==> config.mk <==
export PLATFORM = sky130hd
export DESIGN_NAME = load_store_unit
export DESIGN_NICKNAME = d
export VERILOG_FILES = /design/src/rtl/lsu_pkg.sv /design/src/rtl/lsu_load_align.sv /design/src/rtl/load_store_unit.sv
export SDC_FILE = /design/constraint.sdc
export NUM_CORES = 1
export LEC_CHECK = 0
export ABC_AREA = 1
export CORE_ASPECT_RATIO = 0.8
export CORE_MARGIN = 2
export CORE_UTILIZATION = 49
export DETAILED_ROUTE_END_ITERATION = 10
export PLACE_DENSITY_LB_ADDON = 0.08
export RECOVER_POWER = 100
export SLEW_MARGIN = 0
export SYNTH_ARGS = -nofsm -noshare
export SYNTH_HDL_FRONTEND = slang
export SYNTH_SLANG_ARGS = --single-unit
==> constraint.sdc <==
create_clock -name CLK -period 2.6 [get_ports CLK]
set_clock_uncertainty 0.05 [all_clocks]
set_input_delay 0.52 -clock CLK [delete_from_list [all_inputs] [get_ports CLK]]
set_output_delay 0.52 -clock CLK [all_outputs]
set_load 0.02 [all_outputs]
==> src/rtl/lsu_pkg.sv <==
// Shared encodings for the load/store unit: access sizes, FSM states, latched request layout.
package lsu_pkg;

   localparam int unsigned MEM_BYTES_DEFAULT = 64;

   typedef enum logic {
      SZ_BYTE = 1'b0,
      SZ_HALF = 1'b1
   } lsu_size_e;

   localparam logic [1:0] IDLE = 2'd0;
   localparam logic [1:0] ACC0 = 2'd1;
   localparam logic [1:0] ACC1 = 2'd2;
   localparam logic [1:0] RESP = 2'd3;

   typedef struct packed {
      logic        we;
      logic        size;
      logic        sgn;
      logic [15:0] addr;
      logic [15:0] wdata;
   } lsu_req_t;

   // A halfword is misaligned when it starts on an odd byte.
   function automatic logic is_misaligned(input logic size, input logic addr_lsb);
      return (size == SZ_HALF) && addr_lsb;
   endfunction

endpackage

==> src/rtl/lsu_load_align.sv <==
// Builds the load result from the captured bytes: halfword merge or byte sign/zero extension.
module lsu_load_align
   import lsu_pkg::*;
(
   input  logic        size,
   input  logic        sign_ext,
   input  logic [7:0]  lo_byte,
   input  logic [7:0]  hi_byte,
   output logic [15:0] rdata
);

   always_comb begin
      rdata = 16'h0000;
      if (size == SZ_HALF) begin
         rdata = {hi_byte, lo_byte};
      end else if (sign_ext) begin
         rdata = {{8{lo_byte[7]}}, lo_byte};
      end else begin
         rdata = {8'h00, lo_byte};
      end
   end

endmodule

==> src/rtl/load_store_unit.sv <==
// CPU-side initiator for the byte-addressed data memory port; one request in flight at a time,
// misaligned halfwords optionally split into two byte accesses.
module load_store_unit
   import lsu_pkg::*;
#(
   parameter int unsigned MEM_BYTES        = MEM_BYTES_DEFAULT,
   parameter bit          SPLIT_MISALIGNED = 1'b1
) (
   input  logic        CLK,
   input  logic        RESET,
   input  logic        req_valid,
   output logic        req_ready,
   input  logic        req_we,
   input  logic        req_size,
   input  logic        req_signed,
   input  logic [15:0] req_addr,
   input  logic [15:0] req_wdata,
   output logic        resp_valid,
   input  logic        resp_ready,
   output logic [15:0] resp_rdata,
   output logic        resp_err,
   output logic        wmem,
   output logic [15:0] DAddress,
   output logic [15:0] DataIn,
   output logic        memc,
   input  logic [15:0] DataOut
);

   logic [1:0]  state_q, state_d;
   lsu_req_t    req_q;
   logic        err_q;
   logic        split_q;
   logic [7:0]  lo_q, hi_q;

   logic        accept;
   logic        in_misaligned;
   logic        in_err;
   logic [16:0] addr_ext, last_ext, limit;
   logic        wmem_raw;
   logic [15:0] align_rdata;

   assign accept    = req_valid && req_ready;
   assign req_ready = (state_q == IDLE);

   // 17-bit compare so a halfword at 0xFFFF cannot wrap back into range.
   assign addr_ext      = {1'b0, req_addr};
   assign last_ext      = addr_ext + {16'h0000, req_size};
   assign limit         = 17'(MEM_BYTES);
   assign in_misaligned = is_misaligned(req_size, req_addr[0]);
   assign in_err        = (addr_ext >= limit) || (last_ext >= limit)
                          || (in_misaligned && !SPLIT_MISALIGNED);

   always_comb begin
      state_d = state_q;
      case (state_q)
         IDLE: begin
            if (accept) begin
               state_d = in_err ? RESP : ACC0;
            end
         end
         ACC0:    state_d = split_q ? ACC1 : RESP;
         ACC1:    state_d = RESP;
         RESP: begin
            if (resp_ready) begin
               state_d = IDLE;
            end
         end
         default: state_d = IDLE;
      endcase
   end

   always_ff @(posedge CLK) begin
      if (RESET) begin
         state_q <= IDLE;
         req_q   <= '0;
         err_q   <= 1'b0;
         split_q <= 1'b0;
         lo_q    <= 8'h00;
         hi_q    <= 8'h00;
      end else begin
         state_q <= state_d;
         if (accept) begin
            req_q.we    <= req_we;
            req_q.size  <= req_size;
            req_q.sgn   <= req_signed;
            req_q.addr  <= req_addr;
            req_q.wdata <= req_wdata;
            err_q       <= in_err;
            split_q     <= in_misaligned && !in_err;
            lo_q        <= 8'h00;
            hi_q        <= 8'h00;
         end
         if (state_q == ACC0) begin
            lo_q <= DataOut[7:0];
            if (!split_q && (req_q.size == SZ_HALF)) begin
               hi_q <= DataOut[15:8];
            end
         end
         if (state_q == ACC1) begin
            hi_q <= DataOut[7:0];
         end
      end
   end

   always_comb begin
      wmem_raw = 1'b0;
      DAddress = 16'h0000;
      DataIn   = 16'h0000;
      memc     = 1'b0;
      case (state_q)
         ACC0: begin
            DAddress = req_q.addr;
            wmem_raw = req_q.we;
            if (split_q) begin
               memc   = 1'b0;
               DataIn = {8'h00, req_q.wdata[7:0]};
            end else begin
               memc   = req_q.size;
               DataIn = req_q.wdata;
            end
         end
         ACC1: begin
            DAddress = req_q.addr + 16'd1;
            memc     = 1'b0;
            DataIn   = {8'h00, req_q.wdata[15:8]};
            wmem_raw = req_q.we;
         end
         default: ;
      endcase
   end

   // Gating with RESET keeps a reset edge from committing a half-finished store.
   assign wmem = wmem_raw && !RESET;

   lsu_load_align u_align (
      .size     (req_q.size),
      .sign_ext (req_q.sgn),
      .lo_byte  (lo_q),
      .hi_byte  (hi_q),
      .rdata    (align_rdata)
   );

   assign resp_valid = (state_q == RESP);
   assign resp_err   = (state_q == RESP) && err_q;
   assign resp_rdata = ((state_q == RESP) && !err_q && !req_q.we) ? align_rdata : 16'h0000;

endmodule

**After elaboration in Yosys (flattened, before gate mapping)**

Index checks and enable logic that the tools add are counted.

- Add/sub/neg operators: 2
- Magnitude comparators: 2
- Eq/ne operators: 5
- Mux-type cells: 20
- Reduce and logical (&&, ||, !) cells: 18

Operators by type and width:

| kind | number |
|---|---|
| 2-to-1 mux 16 bit | 4 |
| case mux 16 bit (2 select lines) | 2 |
| 2-to-1 mux 8 bit | 6 |
| adder 16 x 1 -> 17 bit | 1 |
| greater-or-equal comparator 17 x 7 -> 1 bit, second input constant | 1 |
| adder 16 x 1 -> 16 bit, second input constant | 1 |
| greater-or-equal comparator 16 x 7 -> 1 bit, second input constant | 1 |
| logical AND 1 bit | 8 |
| case mux 2 bit (4 select lines) | 1 |
| 2-to-1 mux 2 bit | 3 |
| zero test 1 bit | 5 |
| equality test 2 bit, second input constant | 2 |
| 2-to-1 mux 1 bit | 4 |
| != test 2 x 1 -> 1 bit, second input constant | 2 |
| equality test 2 x 1 -> 1 bit, second input constant | 1 |
| zero test 2 bit | 1 |
| AND reduction 2 bit | 1 |
| nonzero test 2 bit | 1 |
| OR reduction 2 bit | 1 |
| logical OR 1 bit | 1 |

- Register bits: 55
- Input port bits: 55
- Output and inout bits: 53
- Word-level logic and storage cells: 57

**Logic depth before layout (Yosys ltp)**

- Depth in word-level cells: 6
- Depth in mapped cells: 9
- Mapped depth without buffers: 9

**Cells and area by module**

Synthesis repeated with hierarchy kept, for this count alone.

- Cell total of the unflattened synthesis: 502
- Area total of the unflattened synthesis: 3266.9 µm²

By module, submodules not included:

| module | times used | cells each | area each (µm²) | sequential area each (µm²) |
|---|---|---|---|---|
| load_store_unit | 1 | 475 | 3114.2 | 1101.1 |
| lsu_load_align | 1 | 27 | 152.6 | 0.0 |

**Worst setup path before layout**

Ideal clock, no wire load.

- Path type: reg2out
- From: reg state_q[0]
- To: out DataIn[0]
- Data arrival time: 1613 ps
- Path slack: 417 ps
- Stages on the path, launching flop included: 6
- Path through: dfxtp_1 inv_1 ha_1 clkbuf_1 nand2_1 o21ai_0

- Cells in the longest elaborated chain, start to end: 2
- Elaborated cells between the ends (all ways): 3

RTL lines:

| what | RTL line | source |
|---|---|---|
| start: declaration | load_store_unit.sv:29 | `logic [1:0] state_q, state_d;` |
| start signal: assignment | load_store_unit.sv:81 | `state_q <= state_d;` |
| equality test 2 bit or equality test 2 x 1 -> 1 bit (tied branches) | load_store_unit.sv:110 | `case (state_q)` |
| case mux 16 bit (2 select lines) * | load_store_unit.sv:110 |  |
| end: declaration | load_store_unit.sv:24 | `output logic [15:0] DataIn,` |

Mark *: on every way between the ends. The rest lies on a longest branch, timed or not.

**Worst setup path after layout**

- From: reg req_q[17] (netlist bit)
- To: out DAddress[12]

- Cells in the longest elaborated chain, start to end: 2

RTL lines:

| what | RTL line | source |
|---|---|---|
| start: declaration | load_store_unit.sv:30 | `lsu_req_t req_q;` |
| adder 16 x 1 -> 16 bit | load_store_unit.sv:123 | `DAddress = req_q.addr + 16'd1;` |
| case mux 16 bit (2 select lines) | load_store_unit.sv:110 |  |
| end: declaration | load_store_unit.sv:23 | `output logic [15:0] DAddress,` |

No other way between the ends.

==> impl_metrics.tcl <==
set metrics [dict create \
    first_pass_iters 5 \
    area_delta_synth_final_pct 39.5 \
    wirelength_um 9460 \
    timing.setup.tns_ns 0 \
    grt_pass1_vias 3397 \
    rr_endpoint "hi_q[6]" \
    start_util_pct 51.5 \
    dp.cells 662 \
    critPathMaxStageDelay_ns 0.39 \
    total_power_mw 3.57 \
    synth_mux_area_share_pct 0 \
    rrSetupSlack_ns 0.35 \
    power_density_nw_per_um2 831 \
    min_to "req_q[13]" \
    path_delay_family "simple AND/OR/NAND/NOR gates" \
    drtIter0Drc 204 \
    drtAntennaViolNets 0 \
    min_period_ns 2.55 \
    ys_warn_count 0 \
    die_h_um 74.9 \
    cts_buffer_depth 2 \
    synth_fp_nets 541 \
    crit_required_ns 2.03 \
    grt_setup_unrepaired "yes" \
    clkTransAtPathRegs_ns 0.10 \
    core_area_sq_um 5970 \
    slew_headroom_pct 21.2 \
    drv_cap 0 \
    stdcell_count 670 \
    synthCells 479 \
    period_share_pct 98.2 \
    grt_pass1_wl_um 15500 \
    yosysSeqAreaShare_pct 35.8 \
    start_kind "register" \
    synth_top_family_by_area "simple AND/OR/NAND/NOR gates" \
    path_cells "ha_2 -> nand3_1 -> nor2_4 -> nand2_1 -> o21ai_2 -> a21oi_1 -> dlygate4sd2_1" \
    hpwl_um 7020 \
    antennaDiodeCount 0 \
    endpoint_kind "output port" \
    outcome "finished clean" \
    min_from "req_q[13]" \
    peakVddDrop_v 0.000471 \
    avgSynthCellArea_sq_um 6.42 \
    crit_arrival_ns 1.98 \
    worstMarginPinSlew_ns 1.18 \
    grt_antenna_before_repair 0 \
    final_util_pct 71.9 \
    crit_buf_inv 1 \
    drv_slew 0 \
    routabilityCongestion 0.963 \
    hold_depth 2 \
    hold_class "register to register" \
    cp_max_fo 5 \
    critPathKind "register to output port" \
    die_width_um 92.6 \
    htreeDepth 2 \
    cts_tree "done" \
    netlist_area_sq_um 3080 \
    dieArea_sq_um 6930 \
    vias_per_cell 5.30 \
    port_buffers 107 \
    boundaryPins 108 \
    rows 25 \
    cts-root-buf "clkbuf_8" \
    synth_xor_area_share_pct 0 \
    clock-sinks 55 \
    track_usage_pct 27.6 \
    r2r_cells 8 \
    hold_viol_final 0 \
    r2r_start "state_q[0]" \
    cts_buffers 5 \
    fmax_mhz 392 \
    yosys.area_share.simple_pct 31.0 \
    finalSetupViolCount 0 \
    power_leakage_nw 1.89 \
    synth-compound-area-share_pct 21.1 \
    drc 0 \
    vias 3554 \
    synth.distinct_cells 30 \
    synth-seq-cells 55 \
    wire_per_inst_um 14.1 \
    drive_gt1_share_pct 9.85 \
    slowest_stage "dfxtp_2" \
    grt_max_degree 39 \
    finalNetCount 650 \
    grt_remaining_overflow 0 \
    clock_latency_ns 0.31 \
    synthAdderAreaFrac_pct 2.85 \
]
==> cells in the final DEF (no fill, tap or decap), types with 6 or more instances in the layout <==
cell             synthesis  layout
dlygate4sd2_1            0      26
buf_4                    1      13
o21ai_0                 64      63
dfxtp_1                 55      54
nor2_1                  88      88
clkbuf_8                 0       6
a21oi_1                 39      39
inv_1                   43      43
nand2_1                 86      83
clkbuf_2                 0      11
clkbuf_1                11       9
clkdlybuf4s50_1          0      52
nand3_1                 31      31
clkdlybuf4s15_1          0       8
==> power by group <==
part	leakage (nW)	switching, mW	internal, mW	total, mW
combinational	1.37	1.12	0.611	1.73
clock	0.0612	0.285	0.312	0.597
sequential	0.454	0.164	1.08	1.24
==> cell usage after synthesis <==
master    count  area [sq um]
o22ai_1       3          18.8
o21ai_2       1          8.76
nor2_1       88           330
a21boi_1      1          7.51
clkbuf_1     11          41.3
nand2_1      86           323
nor3_2        1          10.0
o21bai_1      4          30.0
nand4_1       4          25.0
nand2_4       2          22.5
a31oi_1       5          31.3
a21oi_1      39           195
nor2_4        1          11.3
nor2_8        1          20.0
inv_2         3          11.3
o211ai_1      1          7.51
o21bai_2      1          11.3
buf_2        12          60.1
nand3_1      31           155
nor3_1        5          25.0
ha_1          7          87.6
dfxtp_1      55          1100
buf_4         1          7.51
o21ai_0      64           320
a21oi_2       1          8.76
o21ai_1       2          10.0
inv_1        43           161
clkinv_1      1          3.75
nor2_2        3          18.8
nand2_2       2          12.5
==> metal layers <==
metal / part of all wire, % / up-vias / wire, um / track usage [%]
met2: 44 / 161 / 4180 / 45.4
met1: 45 / 1602 / 4270 / 37.5
met5: 0 / - / 0 / 0
met4: 1.2 / 0 / 111 / 6.14
li1: - / 1778 / - / -
met3: 9.5 / 13 / 896 / 6.81
==> area by class of cell <==
cell class / count / area (sq um)
clock inverter: 2 / 35.0
multi-input combinational: 353 / 1720
tap: 81 / 101
inverter: 47 / 176
timing repair buffer: 126 / 1080
clock buffer: 6 / 82.6
fill: 540 / 1680
sequential: 55 / 1100
==> flip-flops by register name (all words and copies together) (netlist names) <==
signal   cells
err_q        1
hi_q         8
lo_q         8
req_q       35
split_q      1
state_q      2
==> through the flow <==
stage	cell area [sq um]	hold WS, ns	setup WS, ns
6_report	4290	0.428	0.0474
5_1_grt	4290	0.454	-0.0280
3_3_place_gp	4290	0.415	0.0465
3_5_place_dp	4290	0.417	0.0239
4_1_cts	4350	0.431	0.000839
2_1_floorplan	3080	0.395	0.417
==> worst max path at each step <==
stage                          start            end  slack, ns  cells past startpoint
after floorplan           state_q[0]      DataIn[0]       0.42                      5
after global placement    state_q[1]  resp_rdata[9]       0.05                      7
after detailed placement  state_q[1]  resp_rdata[9]       0.02                      7
after CTS                 state_q[0]      DataIn[4]     0.0008                      6
after global routing       req_q[17]   DAddress[12]      -0.03                      7
final                      req_q[17]   DAddress[12]       0.05                      7
==> worst register-to-register path, cell delays in order (launching register included) <==
cell	delay, ns
dfxtp_1	0.39
inv_1	0.09
ha_2	0.23
nand2_1	0.11
clkbuf_1	0.88
nand2_1	0.14
nand2_1	0.11
o21ai_0	0.08
a21oi_1	0.13
==> kinds of logic after synthesis <==
| logic type | count (synthesis) |
|---|---|
| adders and majority gates | 7 |
| AOI/OAI and AO/OA | 122 |
| DFF | 55 |
| buffers and inverters | 71 |
| and+or+nand+nor | 224 |
==> timing repair <==
item                                    in CTS  in global routing
hold endpoints to repair                     0                  0
hold buffers                                 0                  0
setup buffers                                0                  0
resized for setup                           54                 55
endpoints found under the setup margin      50                 33
Power figures use the tool's default switching activity.
